$ cat src/rtl/enemy_bullet_ctl_pkg.sv
// enemy_bullet_ctl_pkg: shared game coordinate width and screen height
package enemy_bullet_ctl_pkg;
  localparam int COORD_W = 12;
  localparam int SCREEN_H = 600;
endpackage

$ cat src/rtl/enemy_bullet_ctl.sv
// enemy_bullet_ctl: single enemy bullet spawn, fall, retire and cooldown control
module enemy_bullet_ctl
  import enemy_bullet_ctl_pkg::*;
#(
  parameter int SPEED = 4,
  parameter int Y_MAX = SCREEN_H,
  parameter int X_OFFSET = 16,
  parameter int Y_OFFSET = 32,
  parameter int COOLDOWN_FRAMES = 8
) (
  input  logic               pclk,
  input  logic               rst,
  input  logic               on,
  input  logic               frame_tick,
  input  logic [COORD_W-1:0] enemy_xpos,
  input  logic [COORD_W-1:0] enemy_ypos,
  input  logic               hit,
  output logic [COORD_W-1:0] bullet_xpos,
  output logic [COORD_W-1:0] bullet_ypos,
  output logic               bullet_active,
  output logic               fired
);
  typedef enum logic [1:0] {IDLE, FLY, COOLDOWN} state_t;
  localparam logic [COORD_W-1:0] XO = COORD_W'(X_OFFSET);
  localparam logic [COORD_W-1:0] YO = COORD_W'(Y_OFFSET);
  localparam logic [COORD_W:0] SPD = (COORD_W+1)'(SPEED);
  localparam logic [COORD_W:0] YMX = (COORD_W+1)'(Y_MAX);
  localparam logic [7:0] CDF = 8'(COOLDOWN_FRAMES);
  state_t state, state_n;
  logic [COORD_W-1:0] x_n, y_n;
  logic [COORD_W:0] y_sum;
  logic active_n, fired_n;
  logic [7:0] cnt, cnt_n;
  always_ff @(posedge pclk) begin
    if (rst) begin
      state <= IDLE;
      bullet_xpos <= '0;
      bullet_ypos <= '0;
      bullet_active <= 1'b0;
      fired <= 1'b0;
      cnt <= '0;
    end else begin
      state <= state_n;
      bullet_xpos <= x_n;
      bullet_ypos <= y_n;
      bullet_active <= active_n;
      fired <= fired_n;
      cnt <= cnt_n;
    end
  end
  always_comb begin
    state_n = state;
    x_n = bullet_xpos;
    y_n = bullet_ypos;
    active_n = bullet_active;
    fired_n = 1'b0;
    cnt_n = cnt;
    y_sum = {1'b0, bullet_ypos} + SPD;
    case (state)
      IDLE: if (on) begin
        state_n = FLY;
        x_n = enemy_xpos + XO;
        y_n = enemy_ypos + YO;
        active_n = 1'b1;
        fired_n = 1'b1;
      end
      FLY: if (hit || (frame_tick && y_sum >= YMX)) begin
        state_n = COOLDOWN;
        active_n = 1'b0;
        cnt_n = '0;
      end else if (frame_tick) y_n = y_sum[COORD_W-1:0];
      COOLDOWN: if (cnt == CDF) state_n = IDLE;
      else if (frame_tick) begin
        cnt_n = cnt + 8'd1;
        state_n = (cnt_n == CDF) ? IDLE : COOLDOWN;
      end
      default: state_n = IDLE;
    endcase
  end
endmodule

$ cat config.mk
export PLATFORM = sky130hd
export DESIGN_NAME = enemy_bullet_ctl
export DESIGN_NICKNAME = d
export VERILOG_FILES = /design/src/rtl/enemy_bullet_ctl_pkg.sv /design/src/rtl/enemy_bullet_ctl.sv
export SDC_FILE = /design/constraint.sdc
export NUM_CORES = 1
export LEC_CHECK = 0
export BUFFER_PORTS_ARGS = -buffer_cell sky130_fd_sc_hd__buf_2
export CAP_MARGIN = 20
export CORE_ASPECT_RATIO = 1.25
export CORE_MARGIN = 2
export CORE_UTILIZATION = 28
export DETAILED_ROUTE_END_ITERATION = 7
export GPL_TIMING_DRIVEN = 0
export SYNTH_ARGS = -nofsm -noshare
export SYNTH_HDL_FRONTEND = slang
export SYNTH_SLANG_ARGS = --single-unit
$ cat constraint.sdc
create_clock -name pclk -period 2.4 [get_ports pclk]
set_clock_uncertainty 0.15 [all_clocks]
set_input_delay 0.12 -clock pclk [delete_from_list [all_inputs] [get_ports pclk]]
set_output_delay 0.12 -clock pclk [all_outputs]
set_load 0.02 [all_outputs]
==> run_results.csv, run 1 <==
group,metric,value,unit
sta,post-route-period-util,93.4,%
logic_synthesis,seq_area_frac_synth,32.4,%
global_route,global_route.usage.total,14.3,%
floorplanning,core_area,7750,um^2
sta,unrepaired_setup_endpoints_after_global_routing,"false",
logic_synthesis,yosys_register_bits,36,
sta,timing.final.crit_period,2.24,ns
layout,regArea,727,um^2
sta,final_count_of_hold_timing_violations,0,
layout,fin_util,36.9,%
worst_setup_path,crit_slowest_cell,"sky130_fd_sc_hd__dfxtp_4",
routing,detail_route.first_pass.iterations,4,
cts,clk_path_buf_depth,2,
placement,dpl_worst_slack,-0.0989,ns
worst_setup_path,worst_ep_required_time,2.46,ns
pwr,post-layout-total-power,0.00159,W
worst_hold_path,timing.hold.worst.class,"in -> reg",
cts,cts_inserted_buffers,5,
worst_setup_path,worstPathMaxFanout,8,
pwr,p_leak,1.14,nW
sta,final_setup_violating_endpoints,0,
sta,final-max-slew-violation-count,0,
cts,worstSkewPairLatency,0.30,ns
global_route,grt_pass1_vias,2107,
pwr,internal-power,0.00103,W
sta,actual_slew_at_the_worst_max_slew_pin,0.645,ns
pwr,power.combinational.fraction,27.4,%
sta,slew_headroom,57.0,%
logic_synthesis,syn-cell-area,2220,um^2
floorplanning,floorplan.die.height,104,um
sta,maxClockFrequency,446,MHz
global_route,grt_first_pass_wirelength,10300,um
layout,fin_nets,377,
worst_setup_path,critPathLaunchType,"flip-flop",
layout,layout_cells_sized_above_1,26.8,%
pwr,power.sequential.fraction,43.9,%
cts,root_buffer,"sky130_fd_sc_hd__clkbuf_8",
cts,cts.clk_slew.worst_paths,0.08,ns
cts,tritoncts_clock_tree,"done",
placement,detailed_placement_wirelength_estimate,4420,um
routing,finalWirelength,6050,um
floorplanning,initial_core_util,28.7,%
worst_setup_path,critical_path.cell_chain,"ha_2 > nand4_4 > a2111oi_4 > nor2_2 > a31oi_4 > nand3_4 > a311oi_2",
worst_setup_path,arrival_time_worst_endpoint,2.31,ns
pwr,clockPowerShare,28.6,%
placement,finalWeightedCongestion,0.865,
logic_synthesis,yosys_warnings,0,
floorplanning,io_pins,55,
layout,layout.filler_cells,823,
run,cap_viol_max_count,0,
routing,ant_nets,0,
routing,total_via_count_in_the_routed_design,2194,
cts,cts-htree-levels,2,
status,status,"complete, no violations",
logic_synthesis,syn_nets,305,
global_route,grt_max_degree,14,
sta,worst_hold_slack,0.00554,ns
floorplanning,dieArea,8680,um^2
worst_setup_path,endpoint_kind_of_the_worst_setup_timing_path,"flip-flop",
routing,drt-vias-per-instance,5.01,
floorplanning,floorplan.rows,36,
pwr,pwr_cell_area,557,nW/um^2
routing,routed_wire_length_per_instance,13.8,um
cts,cts.sinks,36,
worst_setup_path,reg2reg_setup_slack,0.16,ns
worst_setup_path,timing.setup.critical_path_class,"reg -> reg",
placement,numPortBuffers,52,
layout,areaGrowthSynthToFinish,28.4,%
layout,antennaDiodeCount,0,
placement,numPlacedInstances,417,
logic_synthesis,post_synth.cell_area_avg,8.24,um^2
sta,timing.final.ws_setup,0.159,ns
global_route,global_route_overflow,0,
routing,post_route_drc,0,
logic_synthesis,synth_cell_types,50,
pwr,switching_share,35.4,%
routing,detailedRoute.firstIterationViolations,113,
global_route,grt_antenna_before_repair,0,
logic_synthesis,syn_inst,270,
layout,multi_input_comb_area,1420,um^2
pwr,p_switching,0.000564,W
pwr,worst_supply_voltage_drop_on_vdd,0.327,mV
layout,instances_no_fill,438,
floorplanning,die_x,83.7,um
worst_setup_path,timing.critical_path.slowest_cell_delay,0.39,ns
==> cell usage in the layout, fill, tap and decap left out, types with 6 or more instances in the layout <==
cell type,count
sky130_fd_sc_hd__inv_1,9
sky130_fd_sc_hd__xnor2_1,8
sky130_fd_sc_hd__buf_2,53
sky130_fd_sc_hd__clkbuf_1,11
sky130_fd_sc_hd__buf_4,6
sky130_fd_sc_hd__nand2_1,30
sky130_fd_sc_hd__nand3_1,16
sky130_fd_sc_hd__xor2_1,10
sky130_fd_sc_hd__o21ai_0,6
sky130_fd_sc_hd__a21oi_1,19
sky130_fd_sc_hd__dfxtp_1,33
sky130_fd_sc_hd__nor3_1,6
sky130_fd_sc_hd__a31oi_1,6
sky130_fd_sc_hd__a211oi_1,9
sky130_fd_sc_hd__nand2b_1,9
sky130_fd_sc_hd__nor2_1,22
sky130_fd_sc_hd__dlygate4sd3_1,10
==> synth_stat cells (all sizes together) <==
master	number	area share, %
nor4b	1	0.39
nor4	1	0.28
dfxtp	36	32
a21o	3	1.0
nand2	30	5.1
a311o	2	0.96
or2	1	0.28
a211o	3	1.2
a211oi	9	3.0
or3	2	0.56
xnor2	8	3.1
mux2	1	0.51
and2	2	0.56
a21boi	1	0.34
o21a	1	0.34
a31o	2	0.79
inv	9	1.5
o31ai	4	1.6
nand3b	4	1.3
nor3b	2	0.67
a31oi	7	2.6
clkbuf	11	1.9
nand3	18	5.2
mux2i	5	2.2
xor2	10	3.9
ha	6	3.4
nor3	6	1.3
o21ai	6	1.3
a311oi	6	3.5
nand4b	1	0.39
nand2b	9	2.5
nand4	5	2.0
a2111oi	1	0.67
a21oi	19	4.3
nor2b	2	0.56
o41ai	1	0.39
and3	6	2.0
buf	5	1.7
nor2	24	4.0
==> flip-flops by register name, indices dropped and copies added (netlist names) <==
name           cells
bullet_xpos       12
state              2
bullet_ypos       12
bullet_active      1
cnt                8
fired              1
==> final cells by class <==
cell class | instances | share of cell area (%)
repair buffers | 65 | 13.4
flip-flops and latches | 36 | 25.4
clock inverters | 3 | 0.832
inverters | 9 | 1.18
clock buffers | 5 | 2.41
multi-input cells | 209 | 49.8
well taps | 95 | 4.16
plain buffers | 16 | 2.80
==> through the flow <==
step | area [um^2] | setup TNS (ns)
2_1_floorplan | 2220 | 0
3_3_place_gp | 2600 | -0.511
3_5_place_dp | 2600 | -0.779
4_1_cts | 2820 | 0
5_1_grt | 2860 | 0
6_report | 2860 | 0
==> logic make-up after synthesis <==
family	Yosys count	synth area share (%)
and+or+nand+nor	114	27.2
AOI/OAI and AO/OA	65	22.1
DFF	36	32.4
buffers and inverters	25	5.12
xor gates and xnor gates	18	7.09
muxes	6	2.76
adders and majority gates	6	3.37
==> worst max-delay path: cells and delay by family (launching register included) <==
family                     cells  cell delay, ns
DFF                            1            0.39
AOI/OAI and AO/OA              3            0.91
and+or+nand+nor                3            0.45
adders and majority gates      1            0.25
==> metal layers <==
metal	wire, um	global-route usage [%]	vias up	part of all wire (%)
li1	-	-	1113	-
met1	2590	17.2	1022	43
met2	3090	25.2	49	51
met3	236	2.79	10	3.9
met4	139	5.07	0	2.3
met5	0	0	-	0
==> what timing repair did <==
item,in CTS,in global routing
pin swaps,2,2
setup buffers,3,0
resized for setup,1,9
endpoints found under the hold margin,10,0
hold buffers,10,0
setup endpoints to repair,15,19
==> power by group through the flow <==
stage | Sequential, W | Combinational, W | Clock [W]
floorplan | 0.000758 | 0.000229 | 0
global placement | 0.000709 | 0.000414 | 0
detailed placement | 0.000709 | 0.000420 | 0
CTS | 0.000696 | 0.000437 | 0.000469
global route | 0.000708 | 0.000484 | 0.000501
finish | 0.000699 | 0.000437 | 0.000456
==> final timing paths <==
kind | startpoint | cells past startpoint | to
setup / recovery | bullet_ypos[2]$_SDFFE_PP0P_ | 7 | cnt[7]$_SDFFE_PP0P_
hold / removal | enemy_ypos[5] | 4 | bullet_ypos[5]$_SDFFE_PP0P_
setup reg to reg | bullet_ypos[2]$_SDFFE_PP0P_ | 7 | cnt[7]$_SDFFE_PP0P_
hold reg to reg | bullet_xpos[3]$_SDFFE_PP0P_ | 2 | bullet_xpos[3]$_SDFFE_PP0P_
Note: power is estimated with default switching activity, not from simulation.
==> run 2, diff against run 1 <==
- CELL_PAD_IN_SITES_DETAIL_PLACEMENT: default -> 1
- CELL_PAD_IN_SITES_GLOBAL_PLACEMENT: default -> 2
- PLACE_DENSITY: default -> 0.83
- SLEW_MARGIN: default -> 0
==> run 2 against run 1 <==
- global-route usage rose by 1.8 points
- count of clock-buffer cells in the layout did not move
- wire length is 11% higher
- worst hold slack improved by 0.0014 ns
- cell count down 0.23%
- maximum frequency grew 1.2%
- critical endpoint is now bullet_ypos[11]$_SDFFE_PP0P_
==> run_results.csv, run 2 (same netlist as run 1, synthesis figures left out) <==
group,metric,value,unit
sta,final-max-slew-violation-count,0,
floorplanning,floorplan.rows,36,
floorplanning,dieArea,8680,um^2
worst_setup_path,endpoint_kind_of_the_worst_setup_timing_path,"flip-flop",
placement,finalWeightedCongestion,0.853,
sta,final_count_of_hold_timing_violations,0,
sta,timing.final.crit_period,2.21,ns
sta,final_setup_violating_endpoints,0,
routing,routed_wire_length_per_instance,15.4,um
placement,detailed_placement_wirelength_estimate,4980,um
layout,areaGrowthSynthToFinish,28.3,%
sta,slew_headroom,50.7,%
worst_setup_path,arrival_time_worst_endpoint,2.27,ns
layout,layout.filler_cells,980,
cts,clk_path_buf_depth,2,
floorplanning,die_x,83.7,um
worst_setup_path,worstPathMaxFanout,10,
status,status,"complete, no violations",
sta,post-route-period-util,92.3,%
layout,instances_no_fill,437,
worst_setup_path,worst_ep_required_time,2.45,ns
cts,worstSkewPairLatency,0.29,ns
worst_setup_path,critPathLaunchType,"flip-flop",
cts,cts_inserted_buffers,5,
global_route,global_route.usage.total,16.1,%
routing,detailedRoute.firstIterationViolations,82,
pwr,post-layout-total-power,0.00161,W
global_route,global_route_overflow,0,
global_route,grt_antenna_before_repair,0,
floorplanning,floorplan.die.height,104,um
placement,numPlacedInstances,417,
routing,drt-vias-per-instance,5.09,
pwr,worst_supply_voltage_drop_on_vdd,0.275,mV
floorplanning,io_pins,55,
routing,ant_nets,0,
layout,layout_cells_sized_above_1,27.5,%
cts,tritoncts_clock_tree,"done",
routing,finalWirelength,6730,um
layout,antennaDiodeCount,0,
routing,detail_route.first_pass.iterations,4,
cts,root_buffer,"sky130_fd_sc_hd__clkbuf_8",
floorplanning,initial_core_util,28.7,%
layout,commonest_non_fill_non_tap_cell_in_the_layout,"sky130_fd_sc_hd__buf_2",
worst_setup_path,timing.setup.critical_path_class,"reg -> reg",
floorplanning,core_area,7750,um^2
global_route,grt_max_degree,14,
sta,maxClockFrequency,452,MHz
cts,cts-htree-levels,2,
run,cap_viol_max_count,0,
cts,cts.clk_slew.worst_paths,0.08,ns
worst_hold_path,timing.hold.worst.class,"in -> reg",
layout,fin_nets,376,
cts,cts.sinks,36,
global_route,grt_pass1_vias,2342,
layout,fin_util,36.9,%
routing,post_route_drc,0,
sta,worst_hold_slack,0.00698,ns
layout,biggest_registers_after_layout,"bullet_xpos: 12 flops, bullet_ypos: 12 flops, cnt: 8 flops",
routing,total_via_count_in_the_routed_design,2224,
layout,most_frequent_cells_in_the_layout,"sky130_fd_sc_hd__buf_2 (53), sky130_fd_sc_hd__dfxtp_1 (33), sky130_fd_sc_hd__nand2_1 (29)",
global_route,grt_first_pass_wirelength,11500,um
pwr,pwr_cell_area,563,nW/um^2
sta,unrepaired_setup_endpoints_after_global_routing,"false",
sta,actual_slew_at_the_worst_max_slew_pin,0.740,ns
pwr,p_leak,1.13,nW
placement,numPortBuffers,52,
==> run 2: changes by cell type in the layout (fill, tap and decap cells not counted), sizes merged <==
cell / change
dlygate4sd3: -1
==> run 2: final cells by class <==
cell class,instances,area [um^2],area share (%)
multi-input combinational,209,1430,50.1
buffer,16,80.1,2.80
clock buffer,5,68.8,2.41
timing repair buffer,64,373,13.1
clock inverter,3,23.8,0.833
inverter,9,33.8,1.18
tap,95,119,4.16
sequential,36,727,25.5
==> run 2: metrics by stage <==
stage	instance area, um^2	setup WS [ns]	TNS, ns
after CTS	2820	0.0434	0
after global routing	2860	0.0303	0
after detailed placement	2600	-0.141	-1.26
final	2860	0.186	0
after floorplan	2220	0.0859	0
after global placement	2600	-0.0804	-0.414
==> run 2: layer usage <==
layer,track usage [%],vias up,part of all wire (%)
met5,0,-,0
li1,-,1117,-
met1,19.4,1069,44
met4,4.61,0,1.2
met3,2.23,5,2.6
met2,29.6,33,52
==> run 2: critical path: stages, from the launching register on <==
cell and delay [ns]:
sky130_fd_sc_hd__dfxtp_4 0.39, sky130_fd_sc_hd__ha_2 0.24, sky130_fd_sc_hd__nand4_4 0.15, sky130_fd_sc_hd__nor2_2 0.13
sky130_fd_sc_hd__xnor2_1 0.19, sky130_fd_sc_hd__a311o_1 0.28, sky130_fd_sc_hd__buf_6 0.18, sky130_fd_sc_hd__nand3_4 0.14
sky130_fd_sc_hd__o31ai_2 0.27
==> run 2: final timing paths <==
path                                                  start                            to  slack (ns)  cells past startpoint
worst max-delay path            bullet_ypos[2]$_SDFFE_PP0P_  bullet_ypos[11]$_SDFFE_PP0P_        0.19                      8
worst min-delay path                         enemy_xpos[11]  bullet_xpos[11]$_SDFFE_PP0P_       0.007                      3
worst max register to register  bullet_ypos[2]$_SDFFE_PP0P_  bullet_ypos[11]$_SDFFE_PP0P_        0.19                      8
worst min register to register  bullet_xpos[2]$_SDFFE_PP0P_   bullet_xpos[2]$_SDFFE_PP0P_        0.32                      2
==> run 2: what timing repair did <==
item	CTS	global route
pin swaps	2	4
hold buffers	9	0
buffers inserted	3	0
endpoints found under the setup margin	15	20
hold endpoints to repair	9	0
gates resized for setup	3	9
==> run 2: power breakdown <==
part / internal, W / switching (W) / total [W]
sequential: 0.000648 / 0.0000539 / 0.000702
combinational: 0.000175 / 0.000268 / 0.000443
clock: 0.000206 / 0.000257 / 0.000463
total: 0.00103 / 0.000579 / 0.00161
==> run 3, diff against run 2 <==
- RECOVER_POWER: default -> 50
- SLEW_MARGIN: 0 -> default
==> run 3 against run 2 <==
- sequential share of layout area rose by 0.27 points
- maximum frequency is essentially flat
- setup slack hardly changed
- utilization shrank 0.39 points
- non-clock buffer count is the same
- worst hold slack is essentially flat
- highest routed layer unchanged
==> run_results.csv, run 3 (same netlist as run 1, synthesis figures left out) <==
group,metric,value,unit
sta,timing.final.crit_period,2.21,ns
sta,final-max-slew-violation-count,0,
layout,layout.filler_cells,991,
floorplanning,floorplan.die.height,104,um
placement,numPortBuffers,52,
pwr,power.combinational.fraction,27.0,%
routing,routed_wire_length_per_instance,15.4,um
pwr,pwr_cell_area,566,nW/um^2
placement,numPlacedInstances,417,
sta,timing.final.ws_setup,0.186,ns
global_route,grt_max_degree,14,
status,status,"complete, no violations",
global_route,grt_first_pass_wirelength,11500,um
floorplanning,floorplan.rows,36,
layout,layout_cells_sized_above_1,20.5,%
floorplanning,io_pins,55,
cts,cts.clk_slew.worst_paths,0.09,ns
floorplanning,core_area,7750,um^2
placement,dpl_worst_slack,-0.141,ns
worst_hold_path,timing.hold.worst.class,"in -> reg",
cts,worstSkewPairLatency,0.29,ns
worst_setup_path,critPathLaunchType,"flip-flop",
layout,biggest_registers_after_layout,"bullet_xpos: 12 flops, bullet_ypos: 12 flops, cnt: 8 flops",
routing,detailedRoute.firstIterationViolations,95,
pwr,p_switching,0.000581,W
cts,cts_inserted_buffers,5,
cts,clk_path_buf_depth,2,
routing,finalWirelength,6720,um
layout,commonest_non_fill_non_tap_cell_in_the_layout,"sky130_fd_sc_hd__clkbuf_1",
cts,root_buffer,"sky130_fd_sc_hd__clkbuf_8",
floorplanning,die_x,83.7,um
layout,most_frequent_cells_in_the_layout,"sky130_fd_sc_hd__clkbuf_1 (35), sky130_fd_sc_hd__dfxtp_1 (33), sky130_fd_sc_hd__buf_2 (29), sky130_fd_sc_hd__nand2_1 (29), sky130_fd_sc_hd__nor2_1 (22)",
sta,slew_headroom,51.0,%
floorplanning,initial_core_util,28.7,%
worst_setup_path,worstPathMaxFanout,10,
pwr,power.sequential.fraction,44.0,%
sta,unrepaired_setup_endpoints_after_global_routing,"false",
worst_setup_path,endpoint_kind_of_the_worst_setup_timing_path,"flip-flop",
sta,actual_slew_at_the_worst_max_slew_pin,0.736,ns
cts,tritoncts_clock_tree,"done",
pwr,clockPowerShare,29.0,%
routing,ant_nets,0,
sta,final_setup_violating_endpoints,0,
floorplanning,dieArea,8680,um^2
cts,cts-htree-levels,2,
placement,detailed_placement_wirelength_estimate,4980,um
pwr,switching_share,36.3,%
sta,post-route-period-util,92.2,%
layout,regArea,727,um^2
sta,worst_hold_slack,0.00683,ns
placement,finalWeightedCongestion,0.853,
routing,drt-vias-per-instance,5.08,
worst_setup_path,timing.setup.critical_path_class,"reg -> reg",
pwr,post-layout-total-power,0.00160,W
worst_setup_path,arrival_time_worst_endpoint,2.27,ns
sta,final_count_of_hold_timing_violations,0,
layout,areaGrowthSynthToFinish,27.0,%
global_route,global_route_overflow,0,
layout,multi_input_comb_area,1430,um^2
global_route,global_route.usage.total,16.1,%
global_route,grt_antenna_before_repair,0,
layout,fin_nets,376,
layout,antennaDiodeCount,0,
global_route,grt_pass1_vias,2342,
worst_setup_path,worst_ep_required_time,2.45,ns
routing,total_via_count_in_the_routed_design,2218,
run,cap_viol_max_count,0,
cts,cts.sinks,36,
pwr,worst_supply_voltage_drop_on_vdd,0.289,mV
sta,maxClockFrequency,452,MHz
pwr,p_leak,1.04,nW
pwr,internal-power,0.00102,W
routing,detail_route.first_pass.iterations,4,
layout,instances_no_fill,437,
routing,post_route_drc,0,
[run 3: cell count changes in the layout (fill, tap and decap cells not counted)]
cell and delta:
sky130_fd_sc_hd__buf_2 -24, sky130_fd_sc_hd__clkbuf_1 +24
[run 3: worst max-delay path: stages, from the launching register on]
cell                      delay [ns]
sky130_fd_sc_hd__dfxtp_4        0.39
sky130_fd_sc_hd__ha_2           0.24
sky130_fd_sc_hd__nand4_4        0.15
sky130_fd_sc_hd__nor2_2         0.13
sky130_fd_sc_hd__xnor2_1        0.19
sky130_fd_sc_hd__a311o_1        0.28
sky130_fd_sc_hd__buf_6          0.18
sky130_fd_sc_hd__nand3_4        0.14
sky130_fd_sc_hd__o31ai_2        0.27
[run 3: routing by layer]
metal | up-vias | global-route usage, % | share of wire [%]
met4 | 0 | 4.61 | 1.2
li1 | 1115 | - | -
met5 | - | 0 | 0
met2 | 35 | 29.6 | 52
met3 | 5 | 2.23 | 3.2
met1 | 1063 | 19.4 | 44
[run 3: worst paths after layout]
path,from,endpoint,slack [ns],cells after the start
worst max-delay path,bullet_ypos[2]$_SDFFE_PP0P_,bullet_ypos[11]$_SDFFE_PP0P_,0.19,8
worst min-delay path,enemy_xpos[11],bullet_xpos[11]$_SDFFE_PP0P_,0.007,3
worst max register to register,bullet_ypos[2]$_SDFFE_PP0P_,bullet_ypos[11]$_SDFFE_PP0P_,0.19,8
worst min register to register,bullet_xpos[1]$_SDFFE_PP0P_,bullet_xpos[1]$_SDFFE_PP0P_,0.32,2
[run 3: power by group through the flow]
stage,combinational [W],clock [W],sequential (W)
2_1_floorplan,0.000229,0,0.000758
4_1_cts,0.000445,0.000482,0.000700
3_5_place_dp,0.000425,0,0.000713
5_1_grt,0.000480,0.000518,0.000713
3_3_place_gp,0.000417,0,0.000711
6_report,0.000432,0.000464,0.000703
[run 3: timing repair]
item                                    4_1_cts  5_1_grt
resized for setup                             3        9
pin swaps                                     2        4
setup buffers                                 3        0
gates cloned                                  0        0
endpoints found under the hold margin         9        0
hold buffers                                  9        0
endpoints found under the setup margin       15       20
[run 3: cell type report]
cell class | instances | area share [%]
Multi-Input combinational cell | 209 | 50.6
Sequential cell | 36 | 25.7
Timing Repair Buffer | 64 | 12.1
Tap cell | 95 | 4.21
Buffer | 16 | 2.83
Clock buffer | 5 | 2.44
Inverter | 9 | 1.20
Clock inverter | 3 | 0.841
[run 3: stage by stage]
| step | setup TNS (ns) | utilization [%] | instance area [um^2] |
|---|---|---|---|
| after detailed placement | -1.26 | 33.6 | 2600 |
| after CTS | 0 | 36.4 | 2820 |
| final | 0 | 36.5 | 2830 |
| after floorplan | 0 | - | 2220 |
| after global routing | 0 | 36.5 | 2830 |
| after global placement | -0.414 | 33.6 | 2600 |
